**src/rtl/axi4_lite_pkg.sv**
```systemverilog
// Shared types and constants for the AXI4-Lite initiator/target pair:
// FSM state encodings, response codes and the default protection value.
package axi4_lite_pkg;

    typedef enum logic [2:0] {
        IDLE    = 3'd0,
        WR      = 3'd1,
        WR_RESP = 3'd2,
        RD      = 3'd3,
        RD_DATA = 3'd4,
        DONE    = 3'd5
    } state_t;

    localparam logic [1:0] RESP_OKAY   = 2'b00;
    localparam logic [1:0] RESP_EXOKAY = 2'b01;
    localparam logic [1:0] RESP_SLVERR = 2'b10;
    localparam logic [1:0] RESP_DECERR = 2'b11;

    localparam logic [2:0] DEFAULT_PROT = 3'b010;

endpackage

```
**src/rtl/axi4_lite_master.sv**
```systemverilog
// AXI4-Lite initiator: one local request at a time becomes one AXI4-Lite read or write.
// Optional watchdog enabled by defining AXI4_LITE_MASTER_TIMEOUT_EN.
//
// state   | meaning
// IDLE    | ready for a local request
// WR      | AW and W offered, each drops after its own handshake
// WR_RESP | waiting for B
// RD      | AR offered
// RD_DATA | waiting for R
// DONE    | one-cycle resp_valid pulse
module axi4_lite_master
    import axi4_lite_pkg::*;
#(
    parameter int         C_M_AXI_ADDR_WIDTH = 32,
    parameter int         C_M_AXI_DATA_WIDTH = 32,
    parameter logic [2:0] C_PROT             = DEFAULT_PROT,
    parameter int         C_TIMEOUT_CYCLES   = 1024
) (
    input  logic                              M_AXI_ACLK,
    input  logic                              M_AXI_ARESETN,
    input  logic                              req_valid,
    output logic                              req_ready,
    input  logic                              req_write,
    input  logic [C_M_AXI_ADDR_WIDTH-1:0]     req_addr,
    input  logic [C_M_AXI_DATA_WIDTH-1:0]     req_data,
    input  logic [C_M_AXI_DATA_WIDTH/8-1:0]   req_strb,
    output logic                              resp_valid,
    output logic                              resp_write,
    output logic [C_M_AXI_DATA_WIDTH-1:0]     resp_data,
    output logic [1:0]                        resp_code,
    output logic [C_M_AXI_ADDR_WIDTH-1:0]     M_AXI_AWADDR,
    output logic [2:0]                        M_AXI_AWPROT,
    output logic                              M_AXI_AWVALID,
    input  logic                              M_AXI_AWREADY,
    output logic [C_M_AXI_DATA_WIDTH-1:0]     M_AXI_WDATA,
    output logic [C_M_AXI_DATA_WIDTH/8-1:0]   M_AXI_WSTRB,
    output logic                              M_AXI_WVALID,
    input  logic                              M_AXI_WREADY,
    input  logic [1:0]                        M_AXI_BRESP,
    input  logic                              M_AXI_BVALID,
    output logic                              M_AXI_BREADY,
    output logic [C_M_AXI_ADDR_WIDTH-1:0]     M_AXI_ARADDR,
    output logic [2:0]                        M_AXI_ARPROT,
    output logic                              M_AXI_ARVALID,
    input  logic                              M_AXI_ARREADY,
    input  logic [C_M_AXI_DATA_WIDTH-1:0]     M_AXI_RDATA,
    input  logic [1:0]                        M_AXI_RRESP,
    input  logic                              M_AXI_RVALID,
    output logic                              M_AXI_RREADY
);

    localparam int SW = C_M_AXI_DATA_WIDTH / 8;

    if ((C_M_AXI_DATA_WIDTH != 32 && C_M_AXI_DATA_WIDTH != 64) || C_TIMEOUT_CYCLES < 1) begin : g_bad_cfg
        $error("axi4_lite_master: data width must be 32 or 64 and timeout at least 1");
    end

    state_t                        state, state_nxt;
    logic                          aw_done, w_done, aw_done_nxt, w_done_nxt;
    logic [C_M_AXI_ADDR_WIDTH-1:0] addr_q;
    logic [C_M_AXI_DATA_WIDTH-1:0] data_q;
    logic [SW-1:0]                 strb_q;
    logic                          busy, tmo_fire;

    assign busy = (state == WR) || (state == WR_RESP) || (state == RD) || (state == RD_DATA);

`ifdef AXI4_LITE_MASTER_TIMEOUT_EN
    localparam int TW = $clog2(C_TIMEOUT_CYCLES + 1);
    localparam logic [TW-1:0] TMO_LOAD = TW'(C_TIMEOUT_CYCLES - 1);
    logic [TW-1:0] tmo_cnt;

    // Reloaded on every state change; terminal count means this is the last allowed cycle.
    always_ff @(posedge M_AXI_ACLK or negedge M_AXI_ARESETN) begin
        if (!M_AXI_ARESETN) begin
            tmo_cnt <= TMO_LOAD;
        end else if (state_nxt != state) begin
            tmo_cnt <= TMO_LOAD;
        end else if (busy && tmo_cnt != '0) begin
            tmo_cnt <= tmo_cnt - 1'b1;
        end
    end

    assign tmo_fire = busy && (tmo_cnt == '0);
`else
    assign tmo_fire = 1'b0;
`endif

    always_ff @(posedge M_AXI_ACLK or negedge M_AXI_ARESETN) begin
        if (!M_AXI_ARESETN) begin
            state   <= IDLE;
            aw_done <= 1'b0;
            w_done  <= 1'b0;
        end else begin
            state   <= state_nxt;
            aw_done <= aw_done_nxt;
            w_done  <= w_done_nxt;
        end
    end

    // A completing handshake takes priority over a watchdog expiring in the same cycle.
    always_comb begin
        state_nxt   = state;
        aw_done_nxt = aw_done;
        w_done_nxt  = w_done;
        case (state)
            IDLE: begin
                aw_done_nxt = 1'b0;
                w_done_nxt  = 1'b0;
                if (req_valid) state_nxt = req_write ? WR : RD;
            end
            WR: begin
                aw_done_nxt = aw_done | M_AXI_AWREADY;
                w_done_nxt  = w_done | M_AXI_WREADY;
                if (aw_done_nxt && w_done_nxt) state_nxt = WR_RESP;
                else if (tmo_fire)             state_nxt = DONE;
            end
            WR_RESP: if (M_AXI_BVALID || tmo_fire) state_nxt = DONE;
            RD: begin
                if (M_AXI_ARREADY)  state_nxt = RD_DATA;
                else if (tmo_fire)  state_nxt = DONE;
            end
            RD_DATA: if (M_AXI_RVALID || tmo_fire) state_nxt = DONE;
            DONE:    state_nxt = IDLE;
            default: state_nxt = IDLE;
        endcase
    end

    always_ff @(posedge M_AXI_ACLK or negedge M_AXI_ARESETN) begin
        if (!M_AXI_ARESETN) begin
            addr_q     <= '0;
            data_q     <= '0;
            strb_q     <= '0;
            resp_data  <= '0;
            resp_code  <= RESP_OKAY;
            resp_write <= 1'b0;
        end else begin
            if (state == IDLE && req_valid) begin
                addr_q <= req_addr;
                data_q <= req_data;
                strb_q <= req_strb;
            end
            if (state == WR_RESP && M_AXI_BVALID) begin
                resp_data  <= '0;
                resp_code  <= M_AXI_BRESP;
                resp_write <= 1'b1;
            end else if (state == RD_DATA && M_AXI_RVALID) begin
                resp_data  <= M_AXI_RDATA;
                resp_code  <= M_AXI_RRESP;
                resp_write <= 1'b0;
            end else if (tmo_fire && !(state == RD && M_AXI_ARREADY)
                         && !(state == WR && aw_done_nxt && w_done_nxt)) begin
                resp_data  <= '0;
                resp_code  <= RESP_DECERR;
                resp_write <= (state == WR) || (state == WR_RESP);
            end
        end
    end

    assign req_ready     = (state == IDLE);
    assign resp_valid    = (state == DONE);
    assign M_AXI_AWADDR  = addr_q;
    assign M_AXI_AWPROT  = C_PROT;
    assign M_AXI_AWVALID = (state == WR) && !aw_done;
    assign M_AXI_WDATA   = data_q;
    assign M_AXI_WSTRB   = strb_q;
    assign M_AXI_WVALID  = (state == WR) && !w_done;
    assign M_AXI_BREADY  = (state == WR_RESP);
    assign M_AXI_ARADDR  = addr_q;
    assign M_AXI_ARPROT  = C_PROT;
    assign M_AXI_ARVALID = (state == RD);
    assign M_AXI_RREADY  = (state == RD_DATA);

endmodule
```
**config.mk**
```make
export PLATFORM = sky130hd
export DESIGN_NAME = axi4_lite_master
export DESIGN_NICKNAME = d
export VERILOG_FILES = /design/src/rtl/axi4_lite_pkg.sv /design/src/rtl/axi4_lite_master.sv
export SDC_FILE = /design/constraint.sdc
export NUM_CORES = 1
export LEC_CHECK = 0
export BUFFER_PORTS_ARGS = -buffer_cell sky130_fd_sc_hd__buf_2
export CORE_ASPECT_RATIO = 0.7
export CORE_MARGIN = 2
export CORE_UTILIZATION = 47
export CTS_CLUSTER_SIZE = 12
export DETAILED_ROUTE_END_ITERATION = 7
export GPL_TIMING_DRIVEN = 0
export HOLD_SLACK_MARGIN = 0.1
export PLACE_DENSITY = 0.92
export SYNTH_ARGS = -nofsm -noshare
export SYNTH_HDL_FRONTEND = slang
export SYNTH_SLANG_ARGS = --single-unit
```
**constraint.sdc**
```tcl
create_clock -name M_AXI_ACLK -period 2.5 [get_ports M_AXI_ACLK]
set_input_delay 0.375 -clock M_AXI_ACLK [delete_from_list [all_inputs] [get_ports M_AXI_ACLK]]
set_output_delay 0.375 -clock M_AXI_ACLK [all_outputs]
set_load 0.05 [all_outputs]
```
==> results.ini, run 1 <==
[placed_design]
hpwl_um=8960
dp_cells=684
portBuffers=254
dpl_worst_slack_ns=0.767
globalplace.congestion=0.830

[yosys]
ys_ff_latch=108
syn_area_per_cell_um2=15.1
yosys.area.top_type=dfrtp_1
ys_types=31
syn_area_um2=4550
synth_top_area_share_pct=59.4
synthCells=301
synth-seq-area-share_pct=59.4
ys_top_cells_by_area=dfrtp_1 59%, mux2_2 12%, buf_4 6.9%
yosys_warnings=0

[clocking]
clk_path_buf_depth=2
numCtsBuffers=9
cts-root-buf=clkbuf_16
clock_sinks=108
h-tree-depth=3
post_cts_buffers=0
clk_latency_ns=0.33
cts_tree=done
clk_pin_slew_ns=0.07

[final_layout]
area_delta_synth_final_pct=38.7
final_util_pct=68.4
final_cell_count_no_fill=701
fin_nets=685
n_antenna_cell=0
drive_gt1_share_pct=69.2

[run_status]
status=completed

[worst_setup_path]
cp.arrival_ns=1.68
r2r_cells=6
startpoint_type=register
cp_slowest_stage_delay_ns=0.51
crit_chain=or3b_2 > nor2_1 > buf_2
critical_path.top_delay_family=simple AND/OR/NAND/NOR gates
cp_num_cells=3
path_class=register to output pin
end_kind=output pin
path_buf_inv=1
critical_path.slowest_cell=or3b_2
crit_required_ns=2.12
cp_max_fo=4

[route]
drtIter0Drc=131
first_pass_iters=4
route.vias.total=3402
drtAntennaViolNets=0
vias_per_cell=4.85
drc=0
wl_per_cell_um=16.6
routed_wl_um=11700

[timing]
slew_violations=0
tightest_slew_ns=0.686
layout_min_cycle_time_ns=2.05
hold_viol=0
rsz0062_at_grt=no
setup_viol=0
max-slew-margin-rel_pct=54.3
fin_ws_ns=0.448
fmax_mhz=487
finalClockSkew_ns=0.00665
fin_crit_sh_pct=82.1

[job]
max-cap-violations=0

[die]
die_w_um=122
start_util_pct=49.3
num_rows=29
die_height_um=86.3
die-area_um2=10500
core_area_um2=9220
io_pins=261

[grt]
grt_pass1_vias=3488
antenna_found_initial=0
overflow=0
grt_use_total_pct=22.2
grt_pass1_wl_um=17900
grt_max_degree=57

[worst_hold_path]
hold_path.class=input pin to register
hold_depth=2

cell type report:
cell class	instances	area, um^2
inverter	1	3.75
clock buffer	10	229
buffer	56	455
fill	691	2910
timing repair buffer	256	1310
multi-input combinational	140	1400
tap	124	155
sequential	108	2700
clock inverter	6	48.8
repair_timing:
item                      CTS  global route
resized for setup           0             0
hold buffers                1             0
hold endpoints to repair   12             0
state kept, by name, summed over array words and instances, names as in the netlist:
| register | cells |
|---|---|
| resp_code | 2 |
| aw_done | 1 |
| resp_data | 32 |
| w_done | 1 |
| M_AXI_WSTRB | 4 |
| state | 3 |
| resp_write | 1 |
| M_AXI_ARADDR | 32 |
| M_AXI_WDATA | 32 |
cell usage in the layout, fill, tap and decap left out, types with 2 or more instances in the layout:
| master | synthesis | routed |
|---|---|---|
| mux2_4 | 20 | 20 |
| buf_6 | 5 | 5 |
| conb_1 | 2 | 6 |
| buf_4 | 42 | 43 |
| a22o_1 | 34 | 34 |
| a21o_1 | 2 | 2 |
| clkinvlp_4 | 0 | 3 |
| clkbuf_1 | 1 | 2 |
| clkinv_4 | 0 | 2 |
| buf_2 | 5 | 258 |
| and3b_1 | 2 | 2 |
| nor2_1 | 6 | 6 |
| clkbuf_16 | 0 | 9 |
| a21oi_1 | 3 | 3 |
| nor4bb_1 | 2 | 2 |
| o21bai_1 | 2 | 2 |
| mux2_2 | 49 | 49 |
| buf_12 | 2 | 2 |
| dfrtp_1 | 108 | 108 |
| nor3b_1 | 2 | 2 |
worst reg2reg max path, stage by stage (launching register included):
cell     delay, ns
dfrtp_1       0.45
nor3_4        0.24
and2_4        0.18
buf_6         0.13
buf_8         0.16
buf_12        0.15
mux2_4        0.32
cell usage after synthesis:
cell	number
o21bai_1	2
mux2_4	20
a221oi_1	1
inv_1	1
nor2_4	1
o221ai_1	1
nor2_1	6
a22o_1	34
mux2_2	49
and3b_1	2
buf_12	2
nand2_1	1
and4bb_2	1
nor3_4	1
buf_6	5
mux2i_1	1
buf_8	1
dfrtp_1	108
a21o_1	2
nor4bb_1	2
nor3b_1	2
buf_2	5
a21oi_1	3
nor2b_1	1
buf_4	42
or3b_2	1
nor3_1	1
clkbuf_1	1
and2_4	1
conb_1	2
or4_1	1
final timing paths:
check / start / endpoint / slack, ns
max: state[0]$_DFFE_PN0P_ / M_AXI_AWVALID / 0.45
min: M_AXI_RDATA[7] / resp_data[7]$_DFFE_PN0P_ / 0.26
max reg2reg: state[0]$_DFFE_PN0P_ / M_AXI_ARADDR[22]$_DFFE_PN0P_ / 0.76
min reg2reg: resp_code[0]$_DFFE_PN0P_ / resp_code[0]$_DFFE_PN0P_ / 0.48
max in group asynchronous: M_AXI_ARESETN / resp_data[31]$_DFFE_PN0P_ / 1.17
min in group asynchronous: M_AXI_ARESETN / M_AXI_ARADDR[13]$_DFFE_PN0P_ / 0.62
per-layer routing:
| metal | track usage, % | part of all wire (%) | vias to the layer above |
|---|---|---|---|
| li1 | - | - | 1562 |
| met1 | 25.6 | 37 | 1667 |
| met4 | 6.90 | 2.0 | 0 |
| met5 | 0 | 0 | - |
| met3 | 6.05 | 7.8 | 22 |
| met2 | 40.4 | 53 | 151 |
stage by stage:
step / TNS (ns) / area (um^2) / hold slack (ns)
after floorplan: 0 / 4560 / 0.0794
after global placement: -1.04 / 5990 / 0.458
after detailed placement: 0 / 6020 / 0.459
after CTS: 0 / 6310 / 0.245
after global routing: 0 / 6310 / 0.247
final: 0 / 6310 / 0.258
cell families after synthesis:
logic type | count (synthesis) | synth area share, %
buf+inv | 57 | 10.1
compound gates | 43 | 7.93
flops | 108 | 59.4
other cells | 2 | 0.165
mux | 70 | 19.0
simple gates | 21 | 3.41
Power of run 1 is left out: the tool's default activity adds up to more than one toggle a clock period on the data nets, which glitch-free logic cannot reach.
==> run 2, diff against run 1 <==
--- a/config.mk
+++ b/config.mk
@@ -8,12 +8,12 @@
 export BUFFER_PORTS_ARGS = -buffer_cell sky130_fd_sc_hd__buf_2
 export CORE_ASPECT_RATIO = 0.7
 export CORE_MARGIN = 2
-export CORE_UTILIZATION = 47
+export CORE_UTILIZATION = 40
 export CTS_CLUSTER_SIZE = 12
 export DETAILED_ROUTE_END_ITERATION = 7
 export GPL_TIMING_DRIVEN = 0
 export HOLD_SLACK_MARGIN = 0.1
-export PLACE_DENSITY = 0.92
+export PLACE_DENSITY = 0.84
 export SYNTH_ARGS = -nofsm -noshare
 export SYNTH_HDL_FRONTEND = slang
 export SYNTH_SLANG_ARGS = --single-unit
==> constraint.sdc (replaced) <==
create_clock -name M_AXI_ACLK -period 1.7 [get_ports M_AXI_ACLK]
set_input_delay 0.255 -clock M_AXI_ACLK [delete_from_list [all_inputs] [get_ports M_AXI_ACLK]]
set_output_delay 0.255 -clock M_AXI_ACLK [all_outputs]
set_load 0.05 [all_outputs]
==> run 2 against run 1 <==
  * Utilization down 8.9 points
  * Critical endpoint is now M_AXI_WVALID
  * Sequential cell count unchanged
  * Critical path type unchanged
  * Highest routed layer unchanged
  * The flow now finishes with violations (setup timing)
  * First-iteration DRC count up 4.6%
  * Register-to-register slack worse by 0.67 ns
  * Sequential share of layout area down 1.8 points
  * Via count up 1.7%
  * Hold slack worse by 0.13 ns
==> results.ini, run 2 (synthesis gave the netlist of run 1 again) <==
[grt]
grt_pass1_wl_um=18100
overflow=0
grt_use_total_pct=18.7
antenna_found_initial=0
grt_max_degree=56
grt_pass1_vias=3523

[clocking]
clk_latency_ns=0.34
clk_path_buf_depth=2
cts_tree=done
clock_sinks=108
clk_pin_slew_ns=0.08
numCtsBuffers=9
cts-root-buf=clkbuf_16
h-tree-depth=3

[final_layout]
n_antenna_cell=0
drive_gt1_share_pct=70.9
mostFrequentLayoutCells=249 x buf_2, 106 x dfrtp_1, 50 x buf_4
area_delta_synth_final_pct=44.7
seq_area_um2=2710
fillCellCount=883
multiInputGateArea_um2=1430
fin_nets=692
final_common_cell=buf_2

[timing]
finalClockSkew_ns=0.00895
fmax_mhz=577
tightest_slew_ns=0.702
slew_violations=0
hold_viol=0
rsz0062_at_grt=yes
layout_min_cycle_time_ns=1.73
fin_ws_ns=-0.0323
setup_viol=2
max-slew-margin-rel_pct=53.2
fin_crit_sh_pct=102

[job]
max-cap-violations=0

[worst_hold_path]
hold_path.class=input pin to register

[placed_design]
globalplace.congestion=0.831
portBuffers=254
dpl_worst_slack_ns=-0.00425
hpwl_um=9010

[die]
start_util_pct=41.1
die-area_um2=12200
die_w_um=131
num_rows=32
io_pins=261
die_height_um=93.2
core_area_um2=11100

[route]
drtIter0Drc=137
vias_per_cell=4.70
drc=0
wl_per_cell_um=15.9
drtAntennaViolNets=0
routed_wl_um=11700
first_pass_iters=4
route.vias.total=3461

[worst_setup_path]
end_kind=output pin
crit_chain=or3b_4 > nor2_4 > buf_8
critical_path.top_delay_family=simple AND/OR/NAND/NOR gates
startpoint_type=register
cp.arrival_ns=1.48
path_buf_inv=1
crit_required_ns=1.44
path_class=register to output pin
cp_slowest_stage_delay_ns=0.45
critical_path.slowest_cell=or3b_4
cp_max_fo=4

[run_status]
status=finished with violations
failed_checks=setup timing

-- run 2: worst paths after layout --
kind                                                from                           to  slack (ns)  cells after the start
worst max-delay path                state[2]$_DFFE_PN0P_                 M_AXI_WVALID       -0.03                      3
worst min-delay path                     M_AXI_RDATA[24]    resp_data[24]$_DFFE_PN0P_        0.13                      2
worst max register to register      state[0]$_DFFE_PN0P_  M_AXI_WDATA[22]$_DFFE_PN0P_        0.09                      6
worst min register to register  resp_code[0]$_DFFE_PN0P_     resp_code[0]$_DFFE_PN0P_        0.49                      1
max in group asynchronous                  M_AXI_ARESETN    resp_data[26]$_DFFE_PN0P_        0.49                      3
min in group asynchronous                  M_AXI_ARESETN  M_AXI_WDATA[16]$_DFFE_PN0P_        0.50                      2
-- run 2: routing by layer --
| layer | routed length [um] | GRT usage [%] |
|---|---|---|
| met4 | 91 | 3.53 |
| met5 | 0 | 0 |
| met1 | 4630 | 23.0 |
| met3 | 885 | 6.02 |
| met2 | 6110 | 32.9 |
-- run 2: worst reg2reg max path: stages, from the launching register on --
cell and delay [ns]:
dfrtp_1 0.39, buf_4 0.14, nor3_4 0.11, and2_4 0.25
buf_12 0.15, buf_12 0.14, mux2_4 0.30
-- run 2: area by class of cell --
| type | instances | share of cell area [%] |
|---|---|---|
| Inverter | 1 | 0.0570 |
| Multi-Input combinational cell | 140 | 21.8 |
| Clock buffer | 10 | 3.63 |
| Tap cell | 153 | 2.91 |
| Sequential cell | 108 | 41.1 |
| Clock inverter | 6 | 1.39 |
| Timing Repair Buffer | 264 | 22.2 |
| Buffer | 55 | 6.96 |
-- run 2: metrics by stage --
stage | utilization [%] | TNS, ns | instances | cell area (um^2) | hold WS [ns]
after floorplan | - | -13.99 | 305 | 4580 | -0.0406
after global placement | 54.7 | -76.78 | 712 | 6040 | 0.455
after detailed placement | 54.9 | -0.00494 | 713 | 6070 | 0.345
after CTS | 58.5 | -0.0700 | 733 | 6460 | 0.117
after global routing | 59.6 | -0.172 | 737 | 6580 | 0.119
final | 59.6 | -0.0607 | 737 | 6580 | 0.131
-- run 2: repair_timing --
action	CTS	global route
setup buffers	3	3
pin swaps	1	1
gates cloned	0	2
gates resized for setup	12	14
hold buffers	1	0
setup endpoints to repair	21	33
endpoints found under the hold margin	53	0
Power of run 2 is left out for the same reason.
==> run 3, diff against run 2 <==
--- a/config.mk
+++ b/config.mk
@@ -14,6 +14,7 @@
 export GPL_TIMING_DRIVEN = 0
 export HOLD_SLACK_MARGIN = 0.1
 export PLACE_DENSITY = 0.84
+export SLEW_MARGIN = 20
 export SYNTH_ARGS = -nofsm -noshare
 export SYNTH_HDL_FRONTEND = slang
 export SYNTH_SLANG_ARGS = --single-unit
==> constraint.sdc (replaced) <==
create_clock -name M_AXI_ACLK -period 1.7 [get_ports M_AXI_ACLK]
set_input_delay 0.255 -clock M_AXI_ACLK [delete_from_list [all_inputs] [get_ports M_AXI_ACLK]]
set_output_delay 0.255 -clock M_AXI_ACLK [all_outputs]
set_load 0.01 [all_outputs]
==> run 3 against run 2 <==
  * The flow now finishes without violations
  * Register-to-register slack got worse by 0.03 ns
  * Die area is the same
  * Utilization decreased by 1.9 points
  * Wire length grew 1.8%
  * Sequential share of layout area grew 1.4 points
==> results.ini, run 3 (synthesis gave the netlist of run 1 again) <==
[run_status]
status=completed

[timing]
fin_crit_sh_pct=99.6
finalClockSkew_ns=0.00827
hold_viol=0
slew_violations=0
layout_min_cycle_time_ns=1.69
rsz0062_at_grt=yes
fmax_mhz=590
setup_viol=0

[clocking]
h-tree-depth=3
numCtsBuffers=9
clk_latency_ns=0.34
clock_sinks=108
clk_pin_slew_ns=0.07
cts-root-buf=clkbuf_16
cts_tree=done
clk_path_buf_depth=2

[route]
first_pass_iters=4
drtAntennaViolNets=0
highest_layer=met4
route.vias.total=3485
drtIter0Drc=123
vias_per_cell=4.77
drc=0
wl_per_cell_um=16.3
dr_wl_met3_um=811
wl_met2_um=6180
drt-met1-wl_um=4760
routed_wl_um=11900

[worst_setup_path]
startpoint=state[2]$_DFFE_PN0P_
crit_chain=or3b_4 > nor2_2 > buf_2
critical_path.slowest_cell=or3b_4
path_buf_inv=1
path_class=register to output pin
startpoint_type=register
end_kind=output pin
cp_max_fo=4
r2r-start=state[1]$_DFFE_PN0P_
critical_path.top_delay_family=simple AND/OR/NAND/NOR gates
crit_required_ns=1.44
cp_slowest_stage_delay_ns=0.45
cp.arrival_ns=1.44

[die]
io_pins=261
die_w_um=131
start_util_pct=41.1
num_rows=32
core_area_um2=11100
die_height_um=93.2
die-area_um2=12200

[placed_design]
globalplace.congestion=0.819
portBuffers=254
hpwl_um=9270

[final_layout]
fin_nets=686
final_util_pct=57.7
final_common_cell=buf_2
drive_gt1_share_pct=70.2
fillCellCount=915
mostFrequentLayoutCells=258 x buf_2, 106 x dfrtp_1, 49 x mux2_2
area_delta_synth_final_pct=40.1

[power_and_ir_drop]
peakVddDrop_mv=1.06
leakage_nw=3.41
power_mw=12.6
powerDensity_nw_per_um2=1980

[grt]
grt_use_total_pct=19.4
grt_pass1_wl_um=18500
grt_pass1_vias=3537
grt_max_degree=66
overflow=0
antenna_found_initial=1

[job]
max-cap-violations=0

[worst_hold_path]
hold_path.class=input pin to register
hold_start=M_AXI_RDATA[14]

==> run 3: timing repair <==
action / in CTS / in global routing
endpoints found under the setup margin: 26 / 22
buffers inserted: 1 / 0
resized for setup: 4 / 5
hold buffers: 1 / 0
hold endpoints to repair: 43 / 0
pin swaps: 1 / 0
==> run 3: path summary, 6_finish.rpt <==
kind / to / slack (ns) / depth (start not counted)
hold / removal: resp_data[14]$_DFFE_PN0P_ / 0.13 / 2
setup / recovery: M_AXI_WVALID / 0.006 / 3
hold reg to reg: resp_code[0]$_DFFE_PN0P_ / 0.48 / 1
setup reg to reg: M_AXI_WDATA[24]$_DFFE_PN0P_ / 0.06 / 6
min in group asynchronous: M_AXI_WDATA[23]$_DFFE_PN0P_ / 0.42 / 2
max in group asynchronous: resp_data[12]$_DFFE_PN0P_ / 0.63 / 3
==> run 3: final cells by class <==
class | instances | area, um^2 | area share (%)
inverters | 1 | 3.75 | 0.0589
flip-flops and latches | 108 | 2710 | 42.5
diodes | 1 | 2.50 | 0.0393
repair buffers | 257 | 1320 | 20.8
clock inverters | 4 | 33.8 | 0.530
well taps | 153 | 191 | 3.00
plain buffers | 56 | 462 | 7.25
multi-input cells | 140 | 1420 | 22.3
clock buffers | 11 | 233 | 3.65
==> run 3: where the power goes <==
part / internal, mW / total [mW] / switching (mW)
Clock: 1.00 / 1.94 / 0.935
Sequential: 3.84 / 4.74 / 0.900
Combinational: 3.33 / 5.96 / 2.62
Total: 8.18 / 12.6 / 4.46
==> run 3: routing by layer <==
layer  global-route usage (%)  vias up
li1                         -     1571
met1                     23.1     1726
met2                     34.5      176
met3                     5.47       12
met4                     5.80        0
met5                        0        -
==> run 3: per-stage QoR <==
| stage | TNS (ns) | instances | worst slack (ns) | hold WS [ns] | cell area, um^2 |
|---|---|---|---|---|---|
| after floorplan | 0 | 305 | 0.0681 | -0.0406 | 4560 |
| after global placement | -77.63 | 712 | -0.731 | 0.456 | 6020 |
| after detailed placement | -0.0493 | 713 | -0.00904 | 0.213 | 6060 |
| after CTS | -0.00542 | 730 | -0.00542 | 0.119 | 6350 |
| after global routing | -0.0783 | 731 | -0.0342 | 0.117 | 6370 |
| final | 0 | 731 | 0.00598 | 0.131 | 6370 |
Note: power is estimated with default switching activity, not from simulation.
